===== src/rtl/qs_bank_ctrl_if.sv =====
// Handshake bundle between the quicksort bank controller and its load stream,
// sort engine and unload stream partners.
interface qs_bank_ctrl_if #(
    parameter int N       = 16,
    parameter int BANKS_N = 4
);
    localparam int AW = $clog2(N);
    localparam int BW = (BANKS_N > 1) ? $clog2(BANKS_N) : 1;

    logic                   ld_vld;
    logic                   ld_last;
    logic                   ld_rdy;
    logic                   ld_we;
    logic [BW-1:0]          ld_bank;
    logic [AW-1:0]          ld_addr;
    logic                   sort_start;
    logic [BW-1:0]          sort_bank;
    logic [AW-1:0]          sort_n;
    logic                   sort_done;
    logic                   ul_vld;
    logic                   ul_rdy;
    logic [BW-1:0]          ul_bank;
    logic [AW-1:0]          ul_addr;
    logic                   ul_last;
    logic                   ul_err;
    logic [3*BANKS_N-1:0]   bank_status;

    modport slave (
        input  ld_vld, ld_last, sort_done, ul_rdy,
        output ld_rdy, ld_we, ld_bank, ld_addr, sort_start, sort_bank, sort_n,
               ul_vld, ul_bank, ul_addr, ul_last, ul_err, bank_status
    );

    modport master (
        output ld_vld, ld_last, sort_done, ul_rdy,
        input  ld_rdy, ld_we, ld_bank, ld_addr, sort_start, sort_bank, sort_n,
               ul_vld, ul_bank, ul_addr, ul_last, ul_err, bank_status
    );
endinterface


===== src/rtl/qs_bank_ctrl.sv =====
// Bank controller for the quicksort engine: tracks each bank's lifecycle and steers
// load, sort and unload traffic to the banks in round-robin order.
module qs_bank_ctrl #(
    parameter int N       = 16,
    parameter int BANKS_N = 4
) (
    input  logic          clk,
    input  logic          rst,
    qs_bank_ctrl_if.slave bus
);

    localparam int AW = $clog2(N);
    localparam int BW = (BANKS_N > 1) ? $clog2(BANKS_N) : 1;
    localparam logic [AW-1:0] LAST_ADDR = AW'(N - 1);
    localparam logic [BW-1:0] LAST_BANK = BW'(BANKS_N - 1);

    typedef enum logic [2:0] {
        ST_IDLE      = 3'd0,
        ST_LOADING   = 3'd1,
        ST_READY     = 3'd2,
        ST_SORTING   = 3'd3,
        ST_SORTED    = 3'd4,
        ST_UNLOADING = 3'd5
    } bank_st_t;

    // Wrap on the bank count so non-power-of-two bank counts never index a missing bank.
    function automatic logic [BW-1:0] ptr_inc(input logic [BW-1:0] ptr);
        logic [BW-1:0] nxt;
        if (ptr == LAST_BANK) nxt = {BW{1'b0}};
        else                  nxt = ptr + BW'(1);
        return nxt;
    endfunction

    bank_st_t               r_status [BANKS_N];
    logic [AW-1:0]          r_n      [BANKS_N];
    logic                   r_err    [BANKS_N];
    logic [BW-1:0]          r_wr_ptr, r_srt_ptr, r_rd_ptr;
    logic [AW-1:0]          r_ld_cnt, r_ul_cnt;
    logic                   r_busy, r_sort_start;

    bank_st_t               w_status_nx [BANKS_N];
    logic [AW-1:0]          w_n_nx      [BANKS_N];
    logic                   w_err_nx    [BANKS_N];
    logic [BW-1:0]          w_wr_ptr_nx, w_srt_ptr_nx, w_rd_ptr_nx;
    logic [AW-1:0]          w_ld_cnt_nx, w_ul_cnt_nx;
    logic                   w_busy_nx, w_sort_start_nx;

    logic                   w_ld_rdy, w_ld_we, w_ld_end;
    logic                   w_ul_vld, w_ul_last, w_ul_hs;
    logic                   w_sort_go, w_sort_fin;
    logic [3*BANKS_N-1:0]   w_bank_status;

    assign w_ld_rdy   = !rst && ((r_status[r_wr_ptr] == ST_IDLE) || (r_status[r_wr_ptr] == ST_LOADING));
    assign w_ld_we    = bus.ld_vld && w_ld_rdy;
    // A word landing in the last slot closes the vector even without ld_last.
    assign w_ld_end   = w_ld_we && (bus.ld_last || (r_ld_cnt == LAST_ADDR));
    assign w_ul_vld   = !rst && ((r_status[r_rd_ptr] == ST_SORTED) || (r_status[r_rd_ptr] == ST_UNLOADING));
    assign w_ul_last  = (r_ul_cnt == r_n[r_rd_ptr]);
    assign w_ul_hs    = w_ul_vld && bus.ul_rdy;
    assign w_sort_go  = !r_busy && (r_status[r_srt_ptr] == ST_READY);
    assign w_sort_fin = r_busy && bus.sort_done;

    // Next-state for all banks, pointers and counters; each port only touches a bank in its own phase.
    always_comb begin
        for (int b = 0; b < BANKS_N; b++) begin
            w_status_nx[b] = r_status[b];
            w_n_nx[b]      = r_n[b];
            w_err_nx[b]    = r_err[b];
        end
        w_wr_ptr_nx     = r_wr_ptr;
        w_srt_ptr_nx    = r_srt_ptr;
        w_rd_ptr_nx     = r_rd_ptr;
        w_ld_cnt_nx     = r_ld_cnt;
        w_ul_cnt_nx     = r_ul_cnt;
        w_busy_nx       = r_busy;
        w_sort_start_nx = 1'b0;

        if (w_ld_we) begin
            w_n_nx[r_wr_ptr]      = r_ld_cnt;
            w_status_nx[r_wr_ptr] = w_ld_end ? ST_READY : ST_LOADING;
            w_err_nx[r_wr_ptr]    = w_ld_end && !bus.ld_last;
            w_ld_cnt_nx           = w_ld_end ? {AW{1'b0}} : (r_ld_cnt + AW'(1));
            w_wr_ptr_nx           = w_ld_end ? ptr_inc(r_wr_ptr) : r_wr_ptr;
        end else begin
            w_ld_cnt_nx = r_ld_cnt;
            w_wr_ptr_nx = r_wr_ptr;
        end

        if (w_sort_fin) begin
            w_status_nx[r_srt_ptr] = ST_SORTED;
            w_busy_nx              = 1'b0;
            w_srt_ptr_nx           = ptr_inc(r_srt_ptr);
        end else if (w_sort_go) begin
            w_status_nx[r_srt_ptr] = ST_SORTING;
            w_busy_nx              = 1'b1;
            w_sort_start_nx        = 1'b1;
        end else begin
            w_busy_nx    = r_busy;
            w_srt_ptr_nx = r_srt_ptr;
        end

        if (w_ul_hs && w_ul_last) begin
            w_status_nx[r_rd_ptr] = ST_IDLE;
            w_err_nx[r_rd_ptr]    = 1'b0;
            w_n_nx[r_rd_ptr]      = {AW{1'b0}};
            w_ul_cnt_nx           = {AW{1'b0}};
            w_rd_ptr_nx           = ptr_inc(r_rd_ptr);
        end else if (w_ul_hs) begin
            w_status_nx[r_rd_ptr] = ST_UNLOADING;
            w_ul_cnt_nx           = r_ul_cnt + AW'(1);
        end else begin
            w_ul_cnt_nx = r_ul_cnt;
            w_rd_ptr_nx = r_rd_ptr;
        end
    end

    // State register; reset discards every in-flight vector.
    always_ff @(posedge clk or posedge rst) begin
        if (rst) begin
            for (int b = 0; b < BANKS_N; b++) begin
                r_status[b] <= ST_IDLE;
                r_n[b]      <= {AW{1'b0}};
                r_err[b]    <= 1'b0;
            end
            r_wr_ptr     <= {BW{1'b0}};
            r_srt_ptr    <= {BW{1'b0}};
            r_rd_ptr     <= {BW{1'b0}};
            r_ld_cnt     <= {AW{1'b0}};
            r_ul_cnt     <= {AW{1'b0}};
            r_busy       <= 1'b0;
            r_sort_start <= 1'b0;
        end else begin
            for (int b = 0; b < BANKS_N; b++) begin
                r_status[b] <= w_status_nx[b];
                r_n[b]      <= w_n_nx[b];
                r_err[b]    <= w_err_nx[b];
            end
            r_wr_ptr     <= w_wr_ptr_nx;
            r_srt_ptr    <= w_srt_ptr_nx;
            r_rd_ptr     <= w_rd_ptr_nx;
            r_ld_cnt     <= w_ld_cnt_nx;
            r_ul_cnt     <= w_ul_cnt_nx;
            r_busy       <= w_busy_nx;
            r_sort_start <= w_sort_start_nx;
        end
    end

    // Debug view of every bank's status, bank 0 in the low bits.
    always_comb begin
        w_bank_status = {(3*BANKS_N){1'b0}};
        for (int b = 0; b < BANKS_N; b++) begin
            w_bank_status[3*b +: 3] = r_status[b];
        end
    end

    assign bus.ld_rdy      = w_ld_rdy;
    assign bus.ld_we       = w_ld_we;
    assign bus.ld_bank     = r_wr_ptr;
    assign bus.ld_addr     = r_ld_cnt;
    assign bus.sort_start  = r_sort_start;
    assign bus.sort_bank   = r_srt_ptr;
    assign bus.sort_n      = r_n[r_srt_ptr];
    assign bus.ul_vld      = w_ul_vld;
    assign bus.ul_bank     = r_rd_ptr;
    assign bus.ul_addr     = r_ul_cnt;
    assign bus.ul_last     = w_ul_last;
    assign bus.ul_err      = r_err[r_rd_ptr];
    assign bus.bank_status = w_bank_status;

endmodule


===== src/flat_wrapper.sv =====
// flat-port wrapper written by rule: the top's interface ports become plain ports
module qs_bank_ctrl_flat 
#(
    parameter int N       = 16,
    parameter int BANKS_N = 4
)
  (clk, rst, bus_ld_vld, bus_ld_last, bus_sort_done, bus_ul_rdy, bus_ld_rdy, bus_ld_we, bus_ld_bank, bus_ld_addr, bus_sort_start, bus_sort_bank, bus_sort_n, bus_ul_vld, bus_ul_bank, bus_ul_addr, bus_ul_last, bus_ul_err, bus_bank_status);
  qs_bank_ctrl_if #(.N(N), .BANKS_N(BANKS_N)) bus_i ();
  input  logic clk;
  input  logic rst;
  input wire logic [$bits(bus_i.ld_vld)-1:0] bus_ld_vld;
  input wire logic [$bits(bus_i.ld_last)-1:0] bus_ld_last;
  input wire logic [$bits(bus_i.sort_done)-1:0] bus_sort_done;
  input wire logic [$bits(bus_i.ul_rdy)-1:0] bus_ul_rdy;
  output wire logic [$bits(bus_i.ld_rdy)-1:0] bus_ld_rdy;
  output wire logic [$bits(bus_i.ld_we)-1:0] bus_ld_we;
  output wire logic [$bits(bus_i.ld_bank)-1:0] bus_ld_bank;
  output wire logic [$bits(bus_i.ld_addr)-1:0] bus_ld_addr;
  output wire logic [$bits(bus_i.sort_start)-1:0] bus_sort_start;
  output wire logic [$bits(bus_i.sort_bank)-1:0] bus_sort_bank;
  output wire logic [$bits(bus_i.sort_n)-1:0] bus_sort_n;
  output wire logic [$bits(bus_i.ul_vld)-1:0] bus_ul_vld;
  output wire logic [$bits(bus_i.ul_bank)-1:0] bus_ul_bank;
  output wire logic [$bits(bus_i.ul_addr)-1:0] bus_ul_addr;
  output wire logic [$bits(bus_i.ul_last)-1:0] bus_ul_last;
  output wire logic [$bits(bus_i.ul_err)-1:0] bus_ul_err;
  output wire logic [$bits(bus_i.bank_status)-1:0] bus_bank_status;
  assign bus_i.ld_vld = bus_ld_vld;
  assign bus_i.ld_last = bus_ld_last;
  assign bus_i.sort_done = bus_sort_done;
  assign bus_i.ul_rdy = bus_ul_rdy;
  assign bus_ld_rdy = bus_i.ld_rdy;
  assign bus_ld_we = bus_i.ld_we;
  assign bus_ld_bank = bus_i.ld_bank;
  assign bus_ld_addr = bus_i.ld_addr;
  assign bus_sort_start = bus_i.sort_start;
  assign bus_sort_bank = bus_i.sort_bank;
  assign bus_sort_n = bus_i.sort_n;
  assign bus_ul_vld = bus_i.ul_vld;
  assign bus_ul_bank = bus_i.ul_bank;
  assign bus_ul_addr = bus_i.ul_addr;
  assign bus_ul_last = bus_i.ul_last;
  assign bus_ul_err = bus_i.ul_err;
  assign bus_bank_status = bus_i.bank_status;
  qs_bank_ctrl #(.N(N), .BANKS_N(BANKS_N)) u_core (.clk(clk), .rst(rst), .bus(bus_i));
endmodule

===== config.mk =====
export PLATFORM = sky130hd
export DESIGN_NAME = qs_bank_ctrl_flat
export DESIGN_NICKNAME = d
export VERILOG_FILES = /design/src/rtl/qs_bank_ctrl_if.sv /design/src/rtl/qs_bank_ctrl.sv /design/src/flat_wrapper.sv
export SDC_FILE = /design/constraint.sdc
export NUM_CORES = 1
export LEC_CHECK = 0
export BUFFER_PORTS_ARGS = -buffer_cell sky130_fd_sc_hd__buf_4
export CORE_ASPECT_RATIO = 2
export CORE_MARGIN = 1
export CORE_UTILIZATION = 25
export CTS_CLUSTER_DIAMETER = 40
export DETAILED_ROUTE_END_ITERATION = 8
export HOLD_SLACK_MARGIN = 0.1
export PLACE_DENSITY_LB_ADDON = 0.3
export SLEW_MARGIN = 10
export SYNTH_ARGS = -nofsm -noshare
export SYNTH_HDL_FRONTEND = slang
export SYNTH_SLANG_ARGS = --single-unit

===== constraint.sdc =====
create_clock -name clk -period 5.35 [get_ports clk]
set_input_delay 1.07 -clock clk [delete_from_list [all_inputs] [get_ports clk]]
set_output_delay 1.07 -clock clk [all_outputs]
set_load 0.005 [all_outputs]

==> results.yml, run 1 <==
outcome:
  outcome: "completed"
synth:
  synth_flop_cell: "dfrtp_1"
  synth_top_cell_area_share_pct: 39.87
  synthTopCellsByArea: "dfrtp_1 40%, mux2i_1 10%, mux4_2 6.0%"
  syn_nets: 297
  synthesis.area_um2: 3013
  ys_ff_latch: 48
  synth_cells: 277
  post-synth-top-count-cell: "dfrtp_1"
  ys_warn_count: 0
  async_flop_share_pct: 100.0
  avgSynthCellArea_um2: 10.88
  synth_top_area_cell: "dfrtp_1"
  post_synth_num_cell_types: 48
  synth_edf_count: 0
  ys_seq_area_share_pct: 39.87
  synth_common_cells: "48 x dfrtp_1, 30 x mux2i_1, 21 x a31oi_1, 20 x nand2_1, 16 x o21ai_0"
worst_setup_path:
  critPathArrivalTime_ps: 2670
  worstPathMaxFanout: 32
  critPathLaunchType: "flip-flop"
  slowest_stage: "o211a_2"
  crit_path_end_kind: "primary output"
  crit_required_ps: 4280
  slowest_delay_ps: 710
  critPathKind: "reg -> out"
  path_cells: "mux4_2, xnor2_1, o211a_2, buf_4"
sta:
  fin_setup_tns_ps: 0
  whs_ps: 552.2
  period_share_pct: 69.85
  finClkSkew_ps: 10.21
  fmax_ghz: 0.2676
  final_hold_viol_count: 0
  worst_pin_slew_ps: 750.9
  final.min_clock_period_ps: 3737
  setup_viol: 0
  relSlewSlack_pct: 49.24
  rsz0062_at_grt: "false"
  slew_violations: 0
cts:
  cts_buffers: 5
  clk_latency_ps: 300
  cts_resized: 0
  cts.path.max_buffers: 2
  clk_transition_reported_paths_ps: 60
  cts_max_level: 2
  cts_hold_buf: 0
  cts_tree: "built"
  cts.sinks: 48
  post-cts-setup-buffer-count: 0
  cts_root_buf: "clkbuf_16"
detailed_routing:
  vias: 2382
  via_per_inst: 5.247
  firstDrtPassIters: 4
  drt_iter0_drc: 112
  drt.antenna.violating_nets: 0
  drc_errors: 0
  wl_um: 9348
  wl_per_cell_um: 20.59
die:
  die_y_um: 157.3
  dieArea_um2: 12520
  rows: 56
  start_util_pct: 25.75
  design.core.area_um2: 11700
  die_x_um: 79.63
  io_pins: 42
global_route:
  grt_pass1_vias: 2564
  grt_max_degree: 49
  overflow: 0
  grt_pass1_wl_um: 14500
  antenna_found_initial: 0
  grt_usage_pct: 15.91
finish:
  drive_above_1_share_pct: 25.57
  diodes: 0
  nets: 328
  syn2layout_area_growth_pct: 18.31
pwr:
  power.leakage_nw: 1.657
  max-vdd-ir-drop_mv: 0.2064
  powerDensity_nw_per_um2: 604.6
place:
  port_buffers: 41
  dp_hpwl_um: 7055
  place_congestion: 0.8085
run:
  drv_cap: 0
worst_hold_path:
  hold_path_class: "reg -> reg"
-- routing by layer --
metal | GRT usage (%) | vias to the layer above | part of all wire, %
li1 | - | 1107 | -
met1 | 15.55 | 1200 | 34
met2 | 31.18 | 56 | 60
met3 | 2.029 | 19 | 2.6
met4 | 8.225 | 0 | 3.8
met5 | 0 | - | 0
-- state kept, by name, summed over array words and instances (netlist names) --
signal / cells
u_core.bus.ld_addr: 4
u_core.r_n: 16
u_core.bus.sort_start: 1
u_core.bus.bank_status: 12
u_core.r_err: 4
u_core.bus.ul_addr: 4
u_core.bus.ul_bank: 2
u_core.r_busy: 1
u_core.bus.sort_bank: 2
u_core.bus.ld_bank: 2
-- through the flow --
step	worst slack [ps]	cell area (um^2)	utilization (%)	power [mW]	cells
final	1613	3565	30.46	2.155	454
after global routing	1438	3565	30.46	2.302	454
after CTS	1616	3565	30.46	2.173	454
after detailed placement	1931	3415	29.18	1.844	446
after global placement	2033	3415	29.18	1.829	446
after floorplan	1903	3013	-	1.408	277
-- worst max-delay path, delay by kind of cell (launching register included) --
kind            cells  cell delay, ps
flops               1             600
buf+inv             1             230
mux                 1             570
compound gates      1             710
xor+xnor            1             270
-- power by group --
group / internal (mW) / switching, mW / total (mW)
Combinational: 0.507 / 0.562 / 1.07
Sequential: 0.511 / 0.249 / 0.760
Clock: 0.186 / 0.140 / 0.327
Total: 1.20 / 0.951 / 2.16
-- cell families after synthesis --
kind of cell / Yosys count / synth area share (%)
compound gates: 77 / 19.68
xor+xnor: 6 / 1.744
fa+ha+maj: 14 / 5.814
buf+inv: 26 / 4.153
flops: 48 / 39.87
mux: 41 / 17.07
simple gates: 65 / 11.67
-- cell type report --
| class | count | area [um^2] |
|---|---|---|
| well taps | 145 | 181.4 |
| repair buffers | 42 | 315.3 |
| clock inverters | 1 | 7.507 |
| multi-input cells | 203 | 1687 |
| clock buffers | 7 | 142.6 |
| fillers | 1215 | 8137 |
| inverters | 8 | 30.03 |
| flip-flops and latches | 48 | 1201 |
-- path summary, 6_finish.rpt --
| path | from | end | slack, ps | depth (start not counted) |
|---|---|---|---|---|
| hold reg to reg | u_core.r_busy$_DFFE_PP0P_ | u_core.r_busy$_DFFE_PP0P_ | 550 | 2 |
| min in group asynchronous | rst | u_core.bus.bank_status[8]$_DFF_PP0_ | 1050 | 3 |
| hold / removal | u_core.r_busy$_DFFE_PP0P_ | u_core.r_busy$_DFFE_PP0P_ | 550 | 2 |
| max in group asynchronous | rst | u_core.bus.bank_status[4]$_DFF_PP0_ | 3870 | 3 |
| setup / recovery | u_core.bus.ul_bank[0]$_DFFE_PP0P_ | bus_ul_last | 1610 | 4 |
| setup reg to reg | u_core.bus.ul_bank[0]$_DFFE_PP0P_ | u_core.bus.ul_bank[0]$_DFFE_PP0P_ | 2700 | 5 |
-- placed cells by master (no fill, tap or decap), types with 5 or more instances in the layout --
cell type and n:
a31oi_1 21, buf_4 42, clkbuf_16 5, dfrtp_1 48, ha_1 14, inv_1 6
mux2i_1 30, mux4_2 8, nand2_1 20, nand2b_1 5, nand3_1 8, nor2_1 9
o21ai_0 16, xnor2_1 6
No activity file was read; power rests on OpenSTA's default activity.
==> run 2: changes to the inputs <==
ABC_AREA = 1   (was unset)
clock period = 3 ns   (was 5.35 ns; I/O delays follow)
==> results.yml, run 2 <==
worst_setup_path:
  critPathLaunchType: "flip-flop"
  ff2ff_path_depth: 8
  critPathTopFamily: "flip-flops"
  slowest_delay_ps: 680
  crit_buf_inv: 2
  critPathArrivalTime_ps: 1830
  path_cells: "inv_1, o21ai_0, o22ai_1, buf_4"
  crit_required_ps: 2400
  critPathKind: "reg -> out"
  crit_path_end_kind: "primary output"
  worstPathMaxFanout: 16
  slowest_stage: "dfrtp_1"
  path_depth: 4
cts:
  cts.path.max_buffers: 2
  clk_latency_ps: 300
  cts_max_level: 2
  cts_tree: "built"
  cts_resized: 0
  cts_root_buf: "clkbuf_16"
  post-cts-setup-buffer-count: 0
  clk_transition_reported_paths_ps: 70
  cts_buffers: 5
  cts_hold_buf: 0
  cts.sinks: 48
synth:
  synth_flop_cell: "dfrtp_1"
  ys_warn_count: 0
  synth_edf_count: 0
  synthesis.area_um2: 2952
  syn_nets: 406
  post-synth-top-count-cell: "nand2_1"
  post_synth_num_cell_types: 26
  synth_common_cells: "79 x nand2_1, 48 x dfrtp_1, 47 x inv_1, 47 x nand3_1, 43 x nor2_1"
  synth_cells: 386
  synthTopCellsByArea: "dfrtp_1 41%, nand2_1 10%, nand3_1 8.0%"
  avgSynthCellArea_um2: 7.647
  async_flop_share_pct: 100.0
  ys_ff_latch: 48
  synth_top_cell_area_share_pct: 40.70
  ys_seq_area_share_pct: 40.70
  synth_top_area_cell: "dfrtp_1"
sta:
  worst_slack_ps: 566.6
  worst_pin_slew_ps: 637.9
  final_hold_viol_count: 0
  fin_setup_tns_ps: 0
  finClkSkew_ps: 7.369
  relSlewSlack_pct: 57.35
  setup_viol: 0
  slew_violations: 0
  period_share_pct: 81.11
  final.min_clock_period_ps: 2433
  rsz0062_at_grt: "false"
  fmax_ghz: 0.4109
place:
  dp_hpwl_um: 7143
  post-place-ws_ps: 720.9
  port_buffers: 41
  place_congestion: 0.8787
finish:
  mostFrequentLayoutCell: "nand2_1"
  drive_above_1_share_pct: 20.09
  syn2layout_area_growth_pct: 20.47
  diodes: 0
  fillers: 1267
  nets: 447
  top_register: "u_core.r_n"
  layout_common_cells: "79 x nand2_1, 48 x dfrtp_1, 47 x nand3_1"
  largest_reg_flops: 16
global_route:
  grt.busiest_layer: "met2"
  grt_use_met1_pct: 15.55
  grt_usage_pct: 15.43
  antenna_found_initial: 0
  met3_usage_pct: 1.520
  grt_max_degree: 36
  grt_pass1_wl_um: 14170
  use_met2_pct: 29.48
  overflow: 0
  grt_pass1_vias: 2639
detailed_routing:
  drt.antenna.violating_nets: 0
  drc_errors: 0
  wl_per_cell_um: 15.87
  wl_um: 9047
  drt_iter0_drc: 130
  via_per_inst: 4.753
  firstDrtPassIters: 4
  vias: 2709
die:
  design.core.area_um2: 11420
  die_x_um: 78.83
  rows: 55
  dieArea_um2: 12270
  die_y_um: 155.7
  io_pins: 42
  start_util_pct: 25.84
outcome:
  outcome: "completed"
pwr:
  powerDensity_nw_per_um2: 1095
  power.leakage_nw: 1.822
  max-vdd-ir-drop_mv: 0.4115
worst_hold_path:
  hold_path_class: "in -> async"
run:
  drv_cap: 0
run 2: layout make-up:
class	instances	area, um^2	area share, %
multi-input combinational	276	1484	41.73
tap	142	177.7	4.996
inverter	51	191.4	5.384
timing repair buffer	45	337.8	9.500
clock inverter	2	35.03	0.9852
sequential	48	1201	33.78
clock buffer	6	128.9	3.624
run 2: final timing paths:
path	slack [ps]	end	from
max	570	bus_sort_n[3]	u_core.bus.sort_bank[0]$_DFFE_PP0P_
min reg2reg	540	u_core.r_err[1]$_DFF_PP0_	u_core.r_err[1]$_DFF_PP0_
max reg2reg	820	u_core.r_n[0]$_DFF_PP0_	u_core.bus.ld_bank[0]$_DFFE_PP0P_
min in group clk	500	u_core.r_busy$_DFFE_PP0P_	bus_sort_done
max in group asynchronous	1830	u_core.r_n[14]$_DFF_PP0_	rst
min	230	u_core.bus.bank_status[2]$_DFF_PP0_	rst
run 2: power breakdown:
part | internal [mW] | switching (mW)
Clock | 0.393 | 0.260
Combinational | 0.808 | 1.17
Sequential | 0.927 | 0.338
Total | 2.13 | 1.76
run 2: metal layers:
layer / routed length [um] / vias up / part of all wire, %
met1: 3373 / 1293 / 37
met4: 435 / 0 / 4.8
li1: - / 1321 / -
met5: 0 / - / 0
met2: 4999 / 70 / 55
met3: 239 / 25 / 2.6
run 2: stage by stage:
step	hold slack, ps	cell area [um^2]	total power [mW]	util [%]	std cells
after floorplan	499.6	2952	2.471	-	386
after global placement	529.1	3392	3.254	29.69	562
after detailed placement	536.1	3392	3.270	29.69	562
after CTS	237.4	3556	3.931	31.13	570
after global routing	244.0	3556	4.205	31.13	570
final	230.1	3556	3.893	31.13	570
run 2: logic make-up after synthesis:
logic type | after synthesis | share of synthesized area, %
AND/OR/NAND/NOR | 200 | 32.09
XOR/XNOR | 6 | 1.780
adder cells (fa/ha/maj) | 14 | 5.935
AO/OA/AOI/OAI | 56 | 10.47
buffers and inverters | 62 | 9.029
flip-flops | 48 | 40.70
